===== src/rtl/if_fetch_pkg.sv =====
// Shared types and constants for the instruction-fetch stage.
package if_fetch_pkg;

    typedef enum logic [1:0] {
        FETCH = 2'd0,
        FULL  = 2'd1,
        DROP  = 2'd2
    } fetch_state_e;

    localparam logic [31:0] BUBBLE_IS        = 32'h0000_0000;
    localparam logic [31:0] RESET_PC_DEFAULT = 32'h0000_0000;

    // Contents of the IF/ID pipeline register.
    typedef struct packed {
        logic        valid;
        logic [31:0] instr;
        logic [31:0] npc;
        logic [31:0] pc;
    } ifid_t;

    typedef struct packed {
        logic [31:0] instr;
        logic [31:0] pc;
    } fetch_buf_t;

    function automatic logic [31:0] word_align(input logic [31:0] addr);
        return addr & 32'hFFFF_FFFC;
    endfunction

endpackage


===== src/rtl/if_fetch_reg.sv =====
// Generic register with write-enable and synchronous active-high reset.
module if_fetch_reg #(
    parameter int unsigned     Width    = 32,
    parameter logic [Width-1:0] ResetVal = '0
) (
    input  logic             clk_i,
    input  logic             rst_i,
    input  logic             en_i,
    input  logic [Width-1:0] d_i,
    output logic [Width-1:0] q_o
);

    always_ff @(posedge clk_i) begin
        if (rst_i) begin
            q_o <= ResetVal;
        end else if (en_i) begin
            q_o <= d_i;
        end
    end

endmodule


===== src/rtl/if_fetch.sv =====
// Instruction-fetch stage: FETCH/FULL/DROP FSM feeding the IF/ID register.
// Define IF_FETCH_PERF_EN to add the fetch_cnt/stall_cnt performance counters.
module if_fetch
    import if_fetch_pkg::*;
#(
    parameter logic [31:0] RESET_PC = RESET_PC_DEFAULT
) (
    input  logic        clk,
    input  logic        rstn,
    input  logic        stall,
    input  logic        redirect,
    input  logic [31:0] redirect_pc,
    output logic        im_req,
    output logic [31:0] im_addr,
    input  logic        im_ack,
    input  logic [31:0] im_rdata,
    output logic [31:0] pc_dout,
    output logic [31:0] npc_dout,
    output logic [31:0] is_dout,
    output logic        valid_dout
`ifdef IF_FETCH_PERF_EN
    ,
    output logic [31:0] fetch_cnt,
    output logic [31:0] stall_cnt
`endif
);

    fetch_state_e state_q, state_d;
    logic [31:0]  pc_q, pc_d;
    ifid_t        out_q, out_d, bubble;
    fetch_buf_t   buf_q, buf_d;
    logic         out_we, buf_we;

    always_ff @(posedge clk) begin
        if (rstn) begin
            state_q <= FETCH;
        end else begin
            state_q <= state_d;
        end
    end

    if_fetch_reg #(.Width(32), .ResetVal(RESET_PC)) u_pc_reg (
        .clk_i (clk),
        .rst_i (rstn),
        .en_i  (1'b1),
        .d_i   (pc_d),
        .q_o   (pc_q)
    );

    if_fetch_reg #(.Width($bits(ifid_t))) u_out_reg (
        .clk_i (clk),
        .rst_i (rstn),
        .en_i  (out_we),
        .d_i   (out_d),
        .q_o   (out_q)
    );

    // Holds a stalled response in FULL, or the outstanding address in DROP.
    if_fetch_reg #(.Width($bits(fetch_buf_t))) u_buf_reg (
        .clk_i (clk),
        .rst_i (rstn),
        .en_i  (buf_we),
        .d_i   (buf_d),
        .q_o   (buf_q)
    );

    always_comb begin
        state_d         = state_q;
        pc_d            = pc_q;
        out_we          = 1'b0;
        out_d           = out_q;
        buf_we          = 1'b0;
        buf_d           = '{instr: im_rdata, pc: pc_q};
        bubble          = out_q;
        bubble.valid    = 1'b0;
        bubble.instr    = BUBBLE_IS;

        unique case (state_q)
            FETCH: begin
                if (redirect) begin
                    pc_d   = word_align(redirect_pc);
                    out_we = 1'b1;
                    out_d  = bubble;
                    if (!im_ack) begin
                        buf_we  = 1'b1;
                        state_d = DROP;
                    end
                end else if (stall) begin
                    if (im_ack) begin
                        buf_we  = 1'b1;
                        state_d = FULL;
                    end
                end else if (im_ack) begin
                    out_we = 1'b1;
                    out_d  = '{valid: 1'b1, instr: im_rdata, npc: pc_q + 32'd4, pc: pc_q};
                    pc_d   = pc_q + 32'd4;
                end else begin
                    out_we = 1'b1;
                    out_d  = bubble;
                end
            end
            FULL: begin
                if (redirect) begin
                    pc_d    = word_align(redirect_pc);
                    out_we  = 1'b1;
                    out_d   = bubble;
                    buf_we  = 1'b1;
                    buf_d   = '0;
                    state_d = FETCH;
                end else if (!stall) begin
                    out_we  = 1'b1;
                    out_d   = '{valid: 1'b1, instr: buf_q.instr, npc: buf_q.pc + 32'd4,
                                pc: buf_q.pc};
                    pc_d    = buf_q.pc + 32'd4;
                    state_d = FETCH;
                end
            end
            DROP: begin
                // The response to the old address is never delivered.
                if (redirect) begin
                    pc_d   = word_align(redirect_pc);
                    out_we = 1'b1;
                    out_d  = bubble;
                end else if (!stall) begin
                    out_we = 1'b1;
                    out_d  = bubble;
                end
                if (im_ack) begin
                    state_d = FETCH;
                end
            end
            default: begin
                state_d = FETCH;
            end
        endcase
    end

    assign im_req     = !rstn && (state_q != FULL);
    assign im_addr    = (state_q == DROP) ? buf_q.pc : pc_q;
    assign pc_dout    = out_q.pc;
    assign npc_dout   = out_q.npc;
    assign is_dout    = out_q.instr;
    assign valid_dout = out_q.valid;

`ifdef IF_FETCH_PERF_EN
    always_ff @(posedge clk) begin
        if (rstn) begin
            fetch_cnt <= '0;
            stall_cnt <= '0;
        end else begin
            if (out_we && out_d.valid) begin
                fetch_cnt <= fetch_cnt + 32'd1;
            end
            if (stall) begin
                stall_cnt <= stall_cnt + 32'd1;
            end
        end
    end
`endif

endmodule


===== config.mk =====
export PLATFORM = sky130hd
export DESIGN_NAME = if_fetch
export DESIGN_NICKNAME = d
export VERILOG_FILES = /design/src/rtl/if_fetch_pkg.sv /design/src/rtl/if_fetch_reg.sv /design/src/rtl/if_fetch.sv
export SDC_FILE = /design/constraint.sdc
export NUM_CORES = 1
export LEC_CHECK = 0
export CORE_UTILIZATION = 30
export CTS_BUF_LIST = sky130_fd_sc_hd__clkbuf_16
export CTS_CLUSTER_SIZE = 10
export DETAILED_ROUTE_END_ITERATION = 16
export PLACE_DENSITY = 0.6
export SLEW_MARGIN = 15
export SYNTH_ARGS = -nofsm -noshare
export SYNTH_HDL_FRONTEND = slang
export SYNTH_SLANG_ARGS = --single-unit

===== constraint.sdc =====
create_clock -name clk -period 7.05 [get_ports clk]
set_input_delay 0.705 -clock clk [delete_from_list [all_inputs] [get_ports clk]]
set_output_delay 0.705 -clock clk [all_outputs]
set_load 0.005 [all_outputs]

# Word-level counts from Yosys, hierarchy flattened
# Index checks and enable logic that the tools add are counted.
# totals
ff_bits,195
word_cells,69
input_bits,69
# classes
n_bitwise,1
addsub,2
n_reduce_logical,10
n_eq_ne,16
muxes,35
# ops
operator,count
97-bit two-way mux,7
97-bit case mux with 3 select lines,1
32-bit two-way mux,7
64-bit two-way mux,2
32-bit case mux with 3 select lines,1
"32-bit by 3-bit adder with 32-bit output, second input constant",2
"3-bit != test, second input constant",6
5-bit AND reduction,3
2-bit two-way mux,7
"2-bit != test, second input constant",7
1-bit two-way mux,8
8-bit AND reduction,1
2-bit case mux with 3 select lines,1
3-bit nonzero test,1
3-bit OR reduction,1
"2-bit by 1-bit == test with 1-bit output, second input constant",1
"2-bit == test, second input constant",1
2-bit zero test,1
"2-bit by 1-bit != test with 1-bit output, second input constant",1
1-bit case mux with 2 select lines,1
2-bit nonzero test,1
1-bit logical AND,1
1-bit zero test,1
1-bit NOT,1

# Depth between registers and ports, before layout
# depth
word_depth,5
mapped_depth,11
ltp_nobuf,8

# Cells and area by module
# Synthesis repeated with hierarchy kept, for this count alone.
# unflattened
hier_cells,1494
area_unflattened_um2,12236.7
# by_module_without_submodules
mod,n_inst,seq_area_each_um2,area_each_um2,cells_each
if_fetch,1,40.0,5346.4,872
if_fetch_reg (u_out_reg),1,1941.9,3435.8,313
if_fetch_reg (u_buf_reg),1,1281.2,2290.9,206
if_fetch_reg (u_pc_reg),1,640.6,1163.6,103

# Worst setup path after synthesis
# OpenSTA, ideal clock, no wires.
# synth_path
path_kind,flip-flop to output port
start,register state_q[0]
end,output port im_addr[0]
n_path_buf,2
stages_incl_launch_ff,6
arrival_ns,1.641
path_slack_ns,4.704
required_time_ns,6.345
cell_sequence,dfxtp_1 > inv_1 > ha_1 > clkbuf_1 > buf_1 > mux2_2
# synth_between
elab_chain_len,2
# synth_lines
element,line,rtl
"start, declared",if_fetch.sv:28,"fetch_state_e state_q, state_d;"
"start signal, assigned",if_fetch.sv:38,state_q <= state_d;
2-bit == test,if_fetch.sv:139,assign im_addr = (state_q == DROP) ? buf_q.pc : pc_q;
32-bit two-way mux,if_fetch.sv:139,
"end, declared",if_fetch.sv:14,"output logic [31:0] im_addr,"
# No other way between the ends.

# Worst setup path after layout
# layout_path
start,register state_q[0]
end,register u_out_reg.q_o[89]
# layout_between
elab_chain_len,4
elab_cells_between_ends,11
cone_classes,eq/ne (5); mux (2); reduce/logical (4)
# layout_lines
element,line,rtl
"2-bit == test, or another cell as far along",if_fetch.sv:78,unique case (state_q)
3-bit OR reduction (no source line),--,
1-bit two-way mux,--,
5-bit AND reduction (no source line),--,
"end signal, assigned",if_fetch_reg.sv:15,q_o <= ResetVal;
"end signal, assigned",if_fetch_reg.sv:17,q_o <= d_i;
"end, declared",if_fetch_reg.sv:10,output logic [Width-1:0] q_o
# Parallel ways exist; a longest one is shown, timed or not.
# A chain may end at the register's enable or synchronous reset.

==> flow_summary.yaml <==
run_status:
  status: "completed"
global_route:
  grt_pass1_wl_um: 60300
  antenna_found_initial: 4
  grt_util_all_layers: 0.218
  overflow: 0
  grt_max_degree: 67
  grt_pass1_vias: 10300
route:
  drt_first_iter_violations: 990
  ant_nets: 0
  wl_met1_um: 16400
  drtPass1Iterations: 5
  top_layer_used: "met5"
  wire_per_inst_um: 20.5
  vias_per_cell: 5.69
  drc: 0
  dr_wl_met3_um: 3850
  via_count: 10800
  met2_length_um: 17200
  wirelength_um: 38900
critical_path:
  crit_slowest_cell: "and2_2"
  worstReg2RegStart: "state_q[0]"
  worst_path_largest_cell_delay_ps: 1080
  end_kind: "flop"
  cp_common_cell: "buf_4"
  r2r-end: "u_out_reg.q_o[89]"
  path_cells: "inv_1 > ha_1 > buf_4 > nor2_1 > and2_2 > buf_4 > a22oi_1 > a211oi_1"
  rrSetupSlack_ps: 3140
  required_ps: 7430
  rr_worst_depth: 8
  worstSetupPathType: "flop to flop"
  critical_path.max_fanout: 50
  worstPathArrival_ps: 4290
  start_kind: "flop"
floorplan:
  die_area_mm2: 0.0357
  core_mm2: 0.0345
  pin_count: 199
  die_h_um: 189
  initial_core_util: 0.304
  fp.dieW_um: 189
  rows: 68
sta:
  timing.final.ws_setup_ps: 3140
  rsz0062_at_grt: "no"
  drv_slew: 0
  setup_viol: 0
  post-route-min-period_ps: 3910
  min_period_over_period: 0.554
  fmax_mhz: 256
  tns_ps: 0
  timing.slew.headroom: 0.202
  holdWs_ps: 453
  tightest_slew_ps: 1200
  final_hold_viol_count: 0
  clock_skew_ps: 15.8
power_and_ir_drop:
  p_leak_nw: 4.57
  ir_drop_mv: 0.195
  p_sw_frac: 0.344
  power.net_switching_mw: 1.07
  clkPwrFrac: 0.319
  p_seq_frac: 0.425
  power_frac_comb: 0.256
  total_power_mw: 3.11
  power.density_mw_per_mm2: 238
  p_int_mw: 2.04
flow_run:
  max_cap_viol_count: 0
clock_tree:
  post_cts_buffers: 0
  clock_path_buffers: 2
  cts_tree: "built"
  htreeDepth: 4
  cts-buffers-inserted: 17
  cts_hold_buf: 0
  cts-root-buf: "clkbuf_16"
  clkSinkCount: 193
  clock_latency_ps: 460
  clkTransAtPathRegs_ps: 80
  cts_resized: 0
yosys:
  ys_seq_area_frac: 0.369
  syn-num-nets: 1413
  synth-seq-cells: 193
  synthCells: 1338
  ys_warn_count: 0
  synthDistinctLibCells: 69
  ys.flop_type: "dfxtp_1"
  synthesis.area_mm2: 0.0105
  synth_edf_count: 0
  syn_area_per_cell_um2: 7.83
  ys_async_sr_fraction: 0
placed_design:
  placed_cell_area_mm2: 0.0125
  dp_cells: 1865
  dp.final_hpwl_um: 25300
  io_buffers: 196
  post-place-ws_ps: 3090
  place.gp.congestion: 0.916
layout:
  synthToLayoutAreaGrowth_pct: 24.6
  post-route-cell-area_mm2: 0.0131
  layout.cells.non_filler: 1899
  layout.nets: 1504
  drive_above_1_share: 0.0735
  final_core_util: 0.379
min_path:
  min_path_type: "flop to flop"
  hold_start: "u_buf_reg.q_o[57]"
  hold_end: "u_buf_reg.q_o[57]"
  whs_path_depth: 2
synthesized netlist by cell type (all sizes together), types with 2 or more instances:
library cell | n | area, um^2
a311o | 2 | 20.0
a21o | 5 | 37.5
nor2 | 129 | 484
a211oi | 40 | 300
nand2 | 147 | 552
o21a | 4 | 30.0
xnor2 | 34 | 298
mux2i | 6 | 60.1
o41ai | 2 | 17.5
nand4 | 23 | 163
a21boi | 2 | 15.0
a211o | 2 | 17.5
o31ai | 5 | 37.5
mux2 | 29 | 327
ha | 6 | 75.1
nor4 | 12 | 96.3
nand3 | 94 | 483
xor2 | 17 | 149
or4 | 3 | 27.5
and3 | 13 | 82.6
or2 | 2 | 12.5
or3 | 2 | 12.5
a31oi | 8 | 50.1
dfxtp | 193 | 3860
a221oi | 50 | 438
o211a | 4 | 40.0
buf | 28 | 171
a21oi | 106 | 531
o22ai | 4 | 25.0
inv | 18 | 67.6
o221ai | 10 | 87.6
o21ai | 69 | 345
nand2b | 10 | 62.6
and4 | 7 | 63.8
a22oi | 33 | 248
a311oi | 6 | 52.6
nor3 | 62 | 322
o211ai | 12 | 90.1
clkbuf | 115 | 543
a222oi | 2 | 20.0
nor2b | 2 | 12.5
and2 | 11 | 70.1
cells by family (layout without fill, tap and decap cells):
family / count (synthesis) / after routing / share of synthesized area
flops: 193 / 193 / 0.369
xor+xnor: 51 / 51 / 0.0426
compound gates: 371 / 371 / 0.234
other cells: 0 / 2 / 0
buf+inv: 161 / 265 / 0.0746
simple gates: 521 / 521 / 0.236
fa+ha+maj: 6 / 6 / 0.00716
mux: 35 / 35 / 0.0369
state kept, by name, indices dropped and copies added (netlist names):
| signal | count |
|---|---|
| u_out_reg.q_o | 95 |
| u_buf_reg.q_o | 64 |
| u_pc_reg.q_o | 32 |
| state_q | 2 |
worst max path at each step:
stage	slack, ps	endpoint	start	depth (start not counted)
after detailed placement	3090	u_out_reg.q_o[64]	redirect	7
final	3140	u_out_reg.q_o[89]	state_q[0]	8
after floorplan	4700	im_addr[0]	state_q[0]	5
after CTS	3220	u_out_reg.q_o[64]	state_q[0]	8
after global routing	2930	u_out_reg.q_o[89]	state_q[0]	8
after global placement	3110	u_out_reg.q_o[93]	redirect	7
layout make-up:
| type | instances | area (um^2) |
|---|---|---|
| Multi-Input combinational cell | 984 | 5890 |
| Clock buffer | 17 | 425 |
| Fill cell | 3586 | 21400 |
| Sequential cell | 193 | 3860 |
| Clock inverter | 15 | 150 |
| Timing Repair Buffer | 215 | 2100 |
| Tap cell | 455 | 569 |
| Inverter | 18 | 67.6 |
| Antenna cell | 2 | 5.00 |
power groups by stage:
stage / sequential (mW) / clock [mW] / combinational (mW)
final: 1.32 / 0.991 / 0.796
after global routing: 1.34 / 1.05 / 0.870
after CTS: 1.32 / 1.01 / 0.797
after detailed placement: 1.34 / 0 / 0.793
after global placement: 1.34 / 0 / 0.783
after floorplan: 1.27 / 0 / 0.520
worst max-delay path: cells and delay by family (launching register included):
family | cells | cell delay (ps)
AO/OA/AOI/OAI | 2 | 380
flip-flops | 1 | 400
AND/OR/NAND/NOR | 2 | 1770
adder cells (fa/ha/maj) | 1 | 300
buffers and inverters | 3 | 900
layer usage:
layer	vias up	global-route usage
met5	-	0
met4	4	0.107
met3	94	0.0656
met2	531	0.330
met1	5151	0.281
li1	5027	-
cell usage in the layout, fill, tap and decap left out, drive strengths merged, types with 7 or more instances in the layout:
cell type      instances
and3                  13
dfxtp                193
a211oi                40
a221oi                50
buf                   21
o21ai                 69
nand3                 94
o221ai                10
clkbuf                17
nand2b                10
nor4                  12
and2                  11
clkinv                 7
nand2                147
a21oi                106
nand4                 23
nor2                 129
xor2                  17
o211ai                12
and4                   7
mux2                  29
a22oi                 33
inv                   24
a31oi                  8
xnor2                 34
clkdlybuf4s50        194
nor3                  62
(Power assumes the default switching activity.)
